===== src/rtl/fifo_status_arb.sv =====
// Purpose: round-robin arbiter that turns per-channel FIFO fill/tail status into burst or tail requests for one shared AXI write master.
// Latency: a request is raised one clock after the IDLE grant decision; burst eligibility lags count by one more clock; minimum 4 clocks per transaction.
// Backpressure: the request is held until resp, then completion waits for done; enable low blocks new grants but tail events are still latched.
//
// Ports:
//   clock, rst_n           - clock, asynchronous active-low reset
//   enable, f_rst_status   - grant permit, synchronous abort/clear
//   count, fifo_empty      - per-channel fill count (CW bits each) and empty flag
//   line_tail, frame_tail  - per-channel tail event pulses (MODE picks which arms a tail)
//   tail_len               - per-channel residual length (LSIZE bits each)
//   req, req_tail, req_ch, req_len - request to the master
//   resp, done             - master accepted / finished
//   burst_done, tail_done  - one-cycle completion pulses per channel
//   tail_miss              - sticky: tail event arrived while that channel's tail was pending
//   busy                   - FSM not idle
module fifo_status_arb #(
    parameter int    CH_NUM    = 4,
    parameter int    CW        = 10,
    parameter int    LSIZE     = 9,
    parameter int    THRESHOLD = 200,
    parameter int    BURST_LEN = 100,
    parameter string MODE      = "LINE",
    localparam int   CHW       = (CH_NUM > 1) ? $clog2(CH_NUM) : 1
) (
    input  logic                    clock,
    input  logic                    rst_n,
    input  logic                    enable,
    input  logic                    f_rst_status,
    input  logic [CH_NUM*CW-1:0]    count,
    input  logic [CH_NUM-1:0]       fifo_empty,
    input  logic [CH_NUM-1:0]       line_tail,
    input  logic [CH_NUM-1:0]       frame_tail,
    input  logic [CH_NUM*LSIZE-1:0] tail_len,
    output logic                    req,
    output logic                    req_tail,
    output logic [CHW-1:0]          req_ch,
    output logic [LSIZE-1:0]        req_len,
    input  logic                    resp,
    input  logic                    done,
    output logic [CH_NUM-1:0]       burst_done,
    output logic [CH_NUM-1:0]       tail_done,
    output logic [CH_NUM-1:0]       tail_miss,
    output logic                    busy
);

    localparam bit LINE_MODE = (MODE == "LINE");

    typedef enum logic [1:0] {
        S_IDLE,
        S_REQ,
        S_WAIT_DONE,
        S_FSH
    } state_t;

    state_t state, state_nxt;

    logic [CH_NUM-1:0] tail_pend, tail_pend_nxt;
    logic [CH_NUM-1:0] burst_exec;
    logic [CH_NUM-1:0] miss_set;
    logic [CH_NUM-1:0] tail_ev;
    logic [CH_NUM-1:0] over_thr, cnt_zero, len_zero;
    logic [CH_NUM-1:0] drop, tail_cand, burst_cand, any_cand;
    logic [CH_NUM-1:0] req_onehot;
    logic [LSIZE-1:0]  tl_arr [CH_NUM];
    logic [CHW-1:0]    rr_ptr;
    logic [CHW-1:0]    gnt_ch;
    logic [CHW-1:0]    idx_c;
    logic              gnt_vld, gnt_tail;
    logic              fsh_tail;

    assign tail_ev = LINE_MODE ? line_tail : frame_tail;

    for (genvar g = 0; g < CH_NUM; g++) begin : g_ch
        assign tl_arr[g]   = tail_len[g*LSIZE +: LSIZE];
        assign cnt_zero[g] = (count[g*CW +: CW] == '0);
        assign len_zero[g] = (tail_len[g*LSIZE +: LSIZE] == '0);
        assign over_thr[g] = (32'(count[g*CW +: CW]) > THRESHOLD);
    end

    // A pending tail with nothing left to move is retired without a request;
    // it is masked out of the candidate set in the same cycle so it cannot win.
    assign drop       = tail_pend & (cnt_zero | len_zero);
    assign tail_cand  = tail_pend & ~fifo_empty & ~drop;
    assign burst_cand = burst_exec & ~fifo_empty;
    assign any_cand   = tail_cand | burst_cand;

    assign req_onehot = CH_NUM'(1) << req_ch;
    assign fsh_tail   = (state == S_FSH) && req_tail;
    assign busy       = (state != S_IDLE);

    // Round-robin: search starts one past the last completed channel.
    always_comb begin
        gnt_vld  = 1'b0;
        gnt_ch   = '0;
        gnt_tail = 1'b0;
        idx_c    = '0;
        for (int k = 1; k <= CH_NUM; k++) begin
            idx_c = CHW'((int'(rr_ptr) + k) % CH_NUM);
            if (!gnt_vld && any_cand[idx_c]) begin
                gnt_vld  = 1'b1;
                gnt_ch   = idx_c;
                gnt_tail = tail_cand[idx_c];
            end
        end
    end

    always_comb begin
        state_nxt = state;
        case (state)
            S_IDLE:      if (enable && gnt_vld) state_nxt = S_REQ;
            S_REQ:       if (resp)              state_nxt = S_WAIT_DONE;
            S_WAIT_DONE: if (done)              state_nxt = S_FSH;
            S_FSH:                              state_nxt = S_IDLE;
            default:                            state_nxt = S_IDLE;
        endcase
        if (f_rst_status) state_nxt = S_IDLE;
    end

    // Tail bookkeeping. A fresh event landing in the FSH cycle of this
    // channel's own tail re-arms it instead of counting as a miss.
    always_comb begin
        tail_pend_nxt = tail_pend;
        miss_set      = '0;
        for (int i = 0; i < CH_NUM; i++) begin
            if ((state == S_IDLE) && drop[i]) tail_pend_nxt[i] = 1'b0;
            if (fsh_tail && req_onehot[i])    tail_pend_nxt[i] = 1'b0;
            if (tail_ev[i]) begin
                tail_pend_nxt[i] = 1'b1;
                if (tail_pend[i] && !(fsh_tail && req_onehot[i])) miss_set[i] = 1'b1;
            end
        end
    end

    always_ff @(posedge clock or negedge rst_n) begin
        if (!rst_n) begin
            state      <= S_IDLE;
            tail_pend  <= '0;
            burst_exec <= '0;
            tail_miss  <= '0;
            rr_ptr     <= '0;
            req        <= 1'b0;
            req_tail   <= 1'b0;
            req_ch     <= '0;
            req_len    <= '0;
            burst_done <= '0;
            tail_done  <= '0;
        end else if (f_rst_status) begin
            state      <= S_IDLE;
            tail_pend  <= '0;
            burst_exec <= '0;
            tail_miss  <= '0;
            rr_ptr     <= '0;
            req        <= 1'b0;
            req_tail   <= 1'b0;
            req_ch     <= '0;
            req_len    <= '0;
            burst_done <= '0;
            tail_done  <= '0;
        end else begin
            state      <= state_nxt;
            tail_pend  <= tail_pend_nxt;
            burst_exec <= over_thr;
            tail_miss  <= tail_miss | miss_set;
            req        <= (state_nxt == S_REQ);
            burst_done <= '0;
            tail_done  <= '0;
            if ((state == S_IDLE) && (state_nxt == S_REQ)) begin
                req_ch   <= gnt_ch;
                req_tail <= gnt_tail;
                req_len  <= gnt_tail ? tl_arr[gnt_ch] : LSIZE'(BURST_LEN);
            end
            if ((state == S_WAIT_DONE) && (state_nxt == S_FSH)) begin
                rr_ptr <= req_ch;
                if (req_tail) tail_done  <= req_onehot;
                else          burst_done <= req_onehot;
            end
        end
    end

endmodule


===== config.mk =====
export PLATFORM = sky130hd
export DESIGN_NAME = fifo_status_arb
export DESIGN_NICKNAME = d
export VERILOG_FILES = /design/src/rtl/fifo_status_arb.sv
export SDC_FILE = /design/constraint.sdc
export NUM_CORES = 1
export LEC_CHECK = 0
export ABC_AREA = 1
export ABC_CLOCK_PERIOD_IN_PS = 2000
export CAP_MARGIN = 10
export CORE_ASPECT_RATIO = 1.75
export CORE_MARGIN = 3
export CORE_UTILIZATION = 40
export CTS_BUF_LIST = sky130_fd_sc_hd__clkbuf_4
export DETAILED_ROUTE_END_ITERATION = 10
export PLACE_DENSITY_LB_ADDON = 0.12
export SETUP_SLACK_MARGIN = 0.1
export SLEW_MARGIN = 20
export SYNTH_ARGS = -nofsm -noshare
export SYNTH_HDL_FRONTEND = slang
export SYNTH_SLANG_ARGS = --single-unit

===== constraint.sdc =====
create_clock -name clock -period 2 [get_ports clock]
set_clock_uncertainty 0.1 [all_clocks]
set_input_delay 0.2 -clock clock [delete_from_list [all_inputs] [get_ports clock]]
set_output_delay 0.2 -clock clock [all_outputs]
set_load 0.02 [all_outputs]

==> results of run 1 <==
## worst max-delay path: stages (launching register included)
cell	delay (ns)
dfrtp_2	0.51
buf_12	0.16
inv_12	0.07
nand3_4	0.10
nand3_4	0.11
nand2_4	0.09
nor2_8	0.19
nand4_1	0.18
nand2_4	0.17
buf_6	0.16
nand3_1	0.12
nand3_2	0.08
nand2_1	0.06
nand2_1	0.06
## sequential cells by signal, summed over array words and instances, names as in the netlist, 4 cells and up
name and count:
tail_pend 4, burst_exec 4, tail_miss 4, req_len 9
tail_done 4, burst_done 4
## layout make-up
cell class,count,share of cell area
clock buffer,5,0.00690
tap,82,0.0189
inverter,54,0.0421
multi-input combinational,306,0.392
sequential,37,0.171
timing repair buffer,212,0.366
clock inverter,2,0.00207
timing repair inverter,1,0.00161
## cell usage after synthesis, drive strengths merged
library cell,instances,area [sq um]
a21o,1,7.51
a21oi,10,53.8
a221oi,1,8.76
a31oi,5,31.3
and2,4,25.0
buf,8,57.6
clkbuf,1,3.75
clkinv,2,8.75
dfrtp,37,926
inv,52,195
nand2,114,490
nand3,50,360
nand4,17,121
nor2,68,282
nor3,6,30.0
nor4,1,6.26
o211ai,5,37.5
o21ai,9,48.8
o22ai,5,31.3
or2,6,40.0
xor2,1,16.3
## layer usage
metal  routed length, um  up-vias  GRT usage
met5                   0        -          0
met4                1040        0      0.218
met3                 667       74     0.0448
met2                6350      194      0.545
met1                3870     1681      0.256
li1                    -     1742          -
## worst min-delay path by stage
stage / startpoint / end / slack (ns) / depth (start not counted)
CTS: count[26] / burst_exec[2]$_DFF_PN0_ / 0.19 / 3
detailed placement: rst_n / req_len[4]$_DFFE_PN0P_ / 0.06 / 1
global placement: rst_n / req_len[3]$_DFFE_PN0P_ / 0.06 / 1
floorplan: rst_n / burst_done[0]$_DFF_PN0_ / -0.20 / 0
global route: count[27] / burst_exec[2]$_DFF_PN0_ / 0.12 / 3
finish: count[27] / burst_exec[2]$_DFF_PN0_ / 0.08 / 3
## power groups by stage
stage	combinational, W	sequential (W)	clock [W]
final	0.00141	0.000847	0.000393
after global routing	0.00150	0.000854	0.000425
after global placement	0.00103	0.000855	0
after detailed placement	0.00104	0.000857	0
after CTS	0.00125	0.000845	0.000399
after floorplan	0.000481	0.000904	0
## through the flow
step / hold slack, ns / cells
3_5_place_dp: 0.0617 / 658
2_1_floorplan: -0.196 / 403
4_1_cts: 0.191 / 697
3_3_place_gp: 0.0560 / 658
6_report: 0.0834 / 699
5_1_grt: 0.117 / 699
## cells by family (layout without fill, tap and decap cells)
family	count (synthesis)	after routing	synth area share
DFF	37	37	0.333
xor gates and xnor gates	1	1	0.00585
AOI/OAI and AO/OA	36	36	0.0787
and+or+nand+nor	266	269	0.487
buffers and inverters	63	274	0.0954
## timing repair
item / 4_1_cts / 5_1_grt
setup buffers: 26 / 6
hold buffers: 1 / 0
hold endpoints to repair: 15 / 0
gates resized for setup: 151 / 62
cloned: 6 / 0
pin swaps: 77 / 31
endpoints found under the setup margin: 25 / 25
==> results by group, run 1 <==
Status
  • Status: finished, violations left
  • Violated checks: setup timing

Routing
  • DR WL/cell: roughly 17 um
  • Post-route ant nets: 0
  • Avg Vias per Cell: 5.28
  • Via count: between 3000 and 4000
  • First DRT Iteration DRCs: ~210
  • Detailed Routing Iterations Pass 1: 4
  • DRC viols: 0
  • Drt total wl: 11.9 mm

Synth
  • Synth Instances: between 400 and 500
  • Post-Syn Area per Cell: a little under 7 sq um
  • Syn Nets: 497
  • Post-Syn Area: between 2000 and 3000 sq um
  • Synth warnings: 0
  • Synth unique cells: 39
  • Post-synthesis register bit count: 37
  • Sequential fraction of the synthesis area: 0.333

Die
  • FP Rows: 39
  • Core area: 6640 sq um
  • Initial core utilization: 0.419
  • Boundary Pins: 120
  • DIE WIDTH: slightly below 70 um
  • Die area: between 8000 and 9000 sq um
  • Die H: roughly 120 um

Setup path
  • Worst Path Required: approximately 2.2 ns
  • Crit-path max FO: 8
  • R2R Setup Slk: -0.24 ns
  • Critical Path Source: rr_ptr[0]$_DFFE_PN0P_
  • Setup crit end: req_len[2]$_DFFE_PN0P_
  • Kind of critical path: reg -> reg
  • Reg2reg end: req_len[2]$_DFFE_PN0P_
  • Crit end category: flop
  • Reg2Reg Depth: 13
  • Startpoint Class: flop
  • R2r startpoint: rr_ptr[0]$_DFFE_PN0P_
  • Critical path arrival: roughly 2.4 ns

Layout
  • Antenna Cells: 0
  • Register area: 928 sq um
  • P&R area growth vs syn: 95.6%
  • Multi-input gate area: about 2100 sq um
  • Commonest non-fill, non-tap cells in the layout: buf_4, nand2_1, clkdlybuf4s50_1, dlygate4sd2_1, nor2_1
  • Design area: ~5400 sq um
  • Layout cells sized above 1: 0.391
  • Fillers: roughly 450
  • Fin util: 0.820
  • Leading cell type in the layout, fill and taps excluded: buf_4
  • # nets final: ~700

Power
  • Sw power: roughly 0.0011 W
  • Max IR drop VDD: between 0.3 and 0.4 mV
  • Sequential share of power: 0.319
  • Switching Share: 0.405
  • Overall power: 0.00265 W
  • P_int: between 0.0015 and 0.002 W
  • Part of the power in the clock network: 0.148
  • Comb pwr share: 0.532
  • Leakage: around 2.7 nW
  • PD cells: ~490 nW/um^2

Placed design
  • GP Congestion: approximately 1
  • Setup Slack @ Placement: -0.770 ns
  • Port bufs: roughly 120
  • DP HPWL: 7.90 mm
  • Cell Area, Placed: approximately 4500 sq um

STA
  • Fmax: ~0.45 GHz
  • Final Critical Period: roughly 2.2 ns
  • Final setup TNS: -4.30 ns
  • Worst-margin pin slew: 0.455 ns
  • # setup viols final: 23
  • Final Slew Violations: 0
  • Worst setup margin: -0.242 ns
  • Final Hold Viols: 0
  • Relative slew slack: 0.697
  • Final worst path period share: 1.12
  • RSZ-0062 raised after global routing: yes

CTS
  • Clock root cell: clkbuf_4
  • Clock tree from TritonCTS: done
  • CTS buffer count: 5
  • Worst-Skew Late Latency: between 0.3 and 0.4 ns
  • CTS sink count: 37
  • Max clock buf depth: 2
  • Clock-pin slew on the worst setup and hold paths: ~0.14 ns
  • CTS H-Tree Depth: 2

Global routing
  • Antenna violations before repair: 0
  • Maximum number of pins on one net before global-route repair: 23
  • First-pass GRT wire length: 17.9 mm
  • Gr usage total: 0.281
  • Grt total ovfl: 0
  • Vias in the first global route: slightly below 4000

Worst hold path
  • Hold Crit Class: in -> reg

Run
  • Reported max-cap violation count: 0
Note: power is estimated with default switching activity, not from simulation.
==> inputs of run 2 (changes only) <==
--- a/config.mk
+++ b/config.mk
@@ -15,6 +15,7 @@
 export DETAILED_ROUTE_END_ITERATION = 10
 export PLACE_DENSITY_LB_ADDON = 0.12
 export SETUP_SLACK_MARGIN = 0.1
+export SKIP_CTS_REPAIR_TIMING = 1
 export SLEW_MARGIN = 20
 export SYNTH_ARGS = -nofsm -noshare
 export SYNTH_HDL_FRONTEND = slang
==> run 2 against run 1 <==
- the flow still finishes with violations (setup timing)
- total power about the same
- critical path depth up 3
- first-iteration DRC count up 45%
- utilization up 1.9 points
- non-clock buffer count down 1
- wire length down 0.11%
- setup slack worse by 0.13 ns
- sequential power about the same
==> results by group, run 2 (synthesized netlist as in run 1, its figures left out) <==
Global routing
  • Gr usage total: 0.238
  • Grt total ovfl: 0
  • Maximum number of pins on one net before global-route repair: 24
  • Vias in the first global route: between 3000 and 4000
  • Antenna violations before repair: 0
  • First-pass GRT wire length: between 15 and 20 mm

Worst hold path
  • Endpoint, Worst Hold: burst_exec[2]$_DFF_PN0_
  • Hold Startpoint: count[27]
  • Hold path cells: 3
  • Hold Crit Class: in -> reg

CTS
  • Worst-Skew Late Latency: ~0.35 ns
  • CTS H-Tree Depth: 2
  • Max clock buf depth: 2
  • CTS sink count: 37
  • Clock-pin slew on the worst setup and hold paths: between 0.1 and 0.15 ns
  • Clock tree from TritonCTS: done
  • Clock root cell: clkbuf_4
  • CTS buffer count: 5

Layout
  • Leading cell type in the layout, fill and taps excluded: nand2_1
  • Fillers: between 400 and 500
  • Layout cells sized above 1: 0.367
  • Largest register FFs: 9
  • Antenna Cells: 0
  • Register area: between 900 and 1000 sq um
  • Top reg by flops: req_len
  • P&R area growth vs syn: 100%
  • Commonest non-fill, non-tap cells in the layout: nand2_1, buf_4, dlymetal6s2s_1, clkdlybuf4s50_1, nor2_1
  • # nets final: slightly above 700
  • Multi-input gate area: approximately 2100 sq um

Die
  • Initial core utilization: 0.419
  • DIE WIDTH: approximately 70 um
  • Die H: 116 um
  • FP Rows: 39
  • Boundary Pins: 120
  • Die area: around 8000 sq um
  • Core area: between 6000 and 7000 sq um

Setup path
  • Cell repeated most along the worst path: nand3_4
  • Slowest cell delay on critical path: 0.44 ns
  • Crit-path max FO: 7
  • R2r startpoint: rr_ptr[0]$_DFFE_PN0P_
  • CP top delay family: simple AND/OR/NAND/NOR gates
  • Critical path arrival: about 2.5 ns
  • Reg2Reg Depth: 13
  • Worst path buffer plus inverter count: 3
  • Crit path cell chain: clkdlybuf4s50_1 -> nor3_2 -> nand2_2 -> nand3_4 -> nand3_4 -> nand3_4 -> nand2_8 -> inv_2 -> o21ai_2 -> nand2_4 -> buf_12 -> nand4_1 -> nand3_1 -> nand3_1 -> nand2_1 -> nand2_1
  • Startpoint Class: input port
  • Reg2reg end: req_len[6]$_DFFE_PN0P_
  • Kind of critical path: in -> reg
  • Worst Path Required: 2.14 ns
  • Crit-path slowest cell: clkdlybuf4s50_1
  • R2R Setup Slk: -0.36 ns
  • Crit end category: flop

Status
  • Violated checks: setup timing
  • Status: finished, violations left

Routing
  • DRC viols: 0
  • Via count: roughly 3700
  • Detailed Routing Iterations Pass 1: 4
  • DR WL/cell: roughly 17 um
  • Avg Vias per Cell: between 5 and 6
  • Post-route ant nets: 0
  • First DRT Iteration DRCs: about 310
  • Drt total wl: around 12 mm

STA
  • Final setup TNS: -4.52 ns
  • Worst-margin pin slew: approximately 0.45 ns
  • Fmax: approximately 0.42 GHz
  • Final Hold Viols: 0
  • Final Critical Period: between 2 and 2.5 ns
  • Hold WS: between 0.08 and 0.09 ns
  • # setup viols final: 23
  • Relative slew slack: 0.701
  • Final Slew Violations: 0
  • Final worst path period share: 1.19
  • RSZ-0062 raised after global routing: yes
  • Worst setup margin: -0.374 ns

Power
  • Leakage: about 3 nW
  • Overall power: ~0.0027 W
  • Max IR drop VDD: 0.351 mV
  • PD cells: 476 nW/um^2

Placed design
  • Port bufs: between 100 and 150
  • DP HPWL: 7.90 mm
  • GP Congestion: 0.986

Run
  • Reported max-cap violation count: 0
run 2: cell types whose count changed in the layout (fill, tap and decap cells not counted), moves of 8 or more:
| cell | change |
|---|---|
| nand2_2 | -11 |
| nand2_1 | +9 |
| nand3_1 | +8 |
| dlygate4sd2_1 | -51 |
| nand3_2 | -8 |
| dlymetal6s2s_1 | +53 |
run 2: metal layers:
layer | share of wire | GRT usage | vias up
li1 | - | - | 1747
met1 | 0.32 | 0.229 | 1731
met2 | 0.55 | 0.473 | 193
met3 | 0.057 | 0.0362 | 47
met4 | 0.068 | 0.138 | 0
met5 | 0 | 0 | -
run 2: layout make-up:
type | instances | area share
Multi-Input combinational cell | 306 | 0.378
Tap cell | 82 | 0.0184
Timing Repair Buffer | 211 | 0.385
Timing Repair inverter | 1 | 0.00157
Clock buffer | 5 | 0.00674
Sequential cell | 37 | 0.167
Inverter | 54 | 0.0418
Clock inverter | 2 | 0.00202
run 2: through the flow:
step,cell area [sq um],util,setup slack [ns],std cells
2_1_floorplan,2820,-,0.0960,403
3_3_place_gp,4520,0.681,-0.816,658
3_5_place_dp,4520,0.681,-0.770,658
4_1_cts,4570,0.688,-0.424,665
5_1_grt,5570,0.839,-0.446,698
6_report,5570,0.839,-0.374,698
run 2: where the power goes:
group / total (W) / leakage [nW] / switching [W] / internal (W)
sequential: 0.000844 / 0.490 / 0.0000389 / 0.000806
clock: 0.000392 / 0.0247 / 0.000265 / 0.000127
combinational: 0.00141 / 2.54 / 0.000741 / 0.000674
run 2: worst max-delay path by stage:
| stage | from | to | slack, ns | cells after the start |
|---|---|---|---|---|
| finish | tail_len[33] | req_len[6]$_DFFE_PN0P_ | -0.37 | 16 |
| global route | tail_len[2] | req_len[6]$_DFFE_PN0P_ | -0.45 | 17 |
| CTS | tail_len[23] | req_len[8]$_DFFE_PN0P_ | -0.42 | 16 |
| detailed placement | tail_len[23] | req_len[8]$_DFFE_PN0P_ | -0.77 | 16 |
| global placement | tail_len[23] | req_len[0]$_DFFE_PN0P_ | -0.82 | 16 |
| floorplan | count[19] | req_len[0]$_DFFE_PN0P_ | 0.1 | 16 |
run 2: worst min-delay path, stage by stage:
cell and delay (ns):
dlymetal6s2s_1 0.10, a31oi_1 0.09, nor2_1 0.08
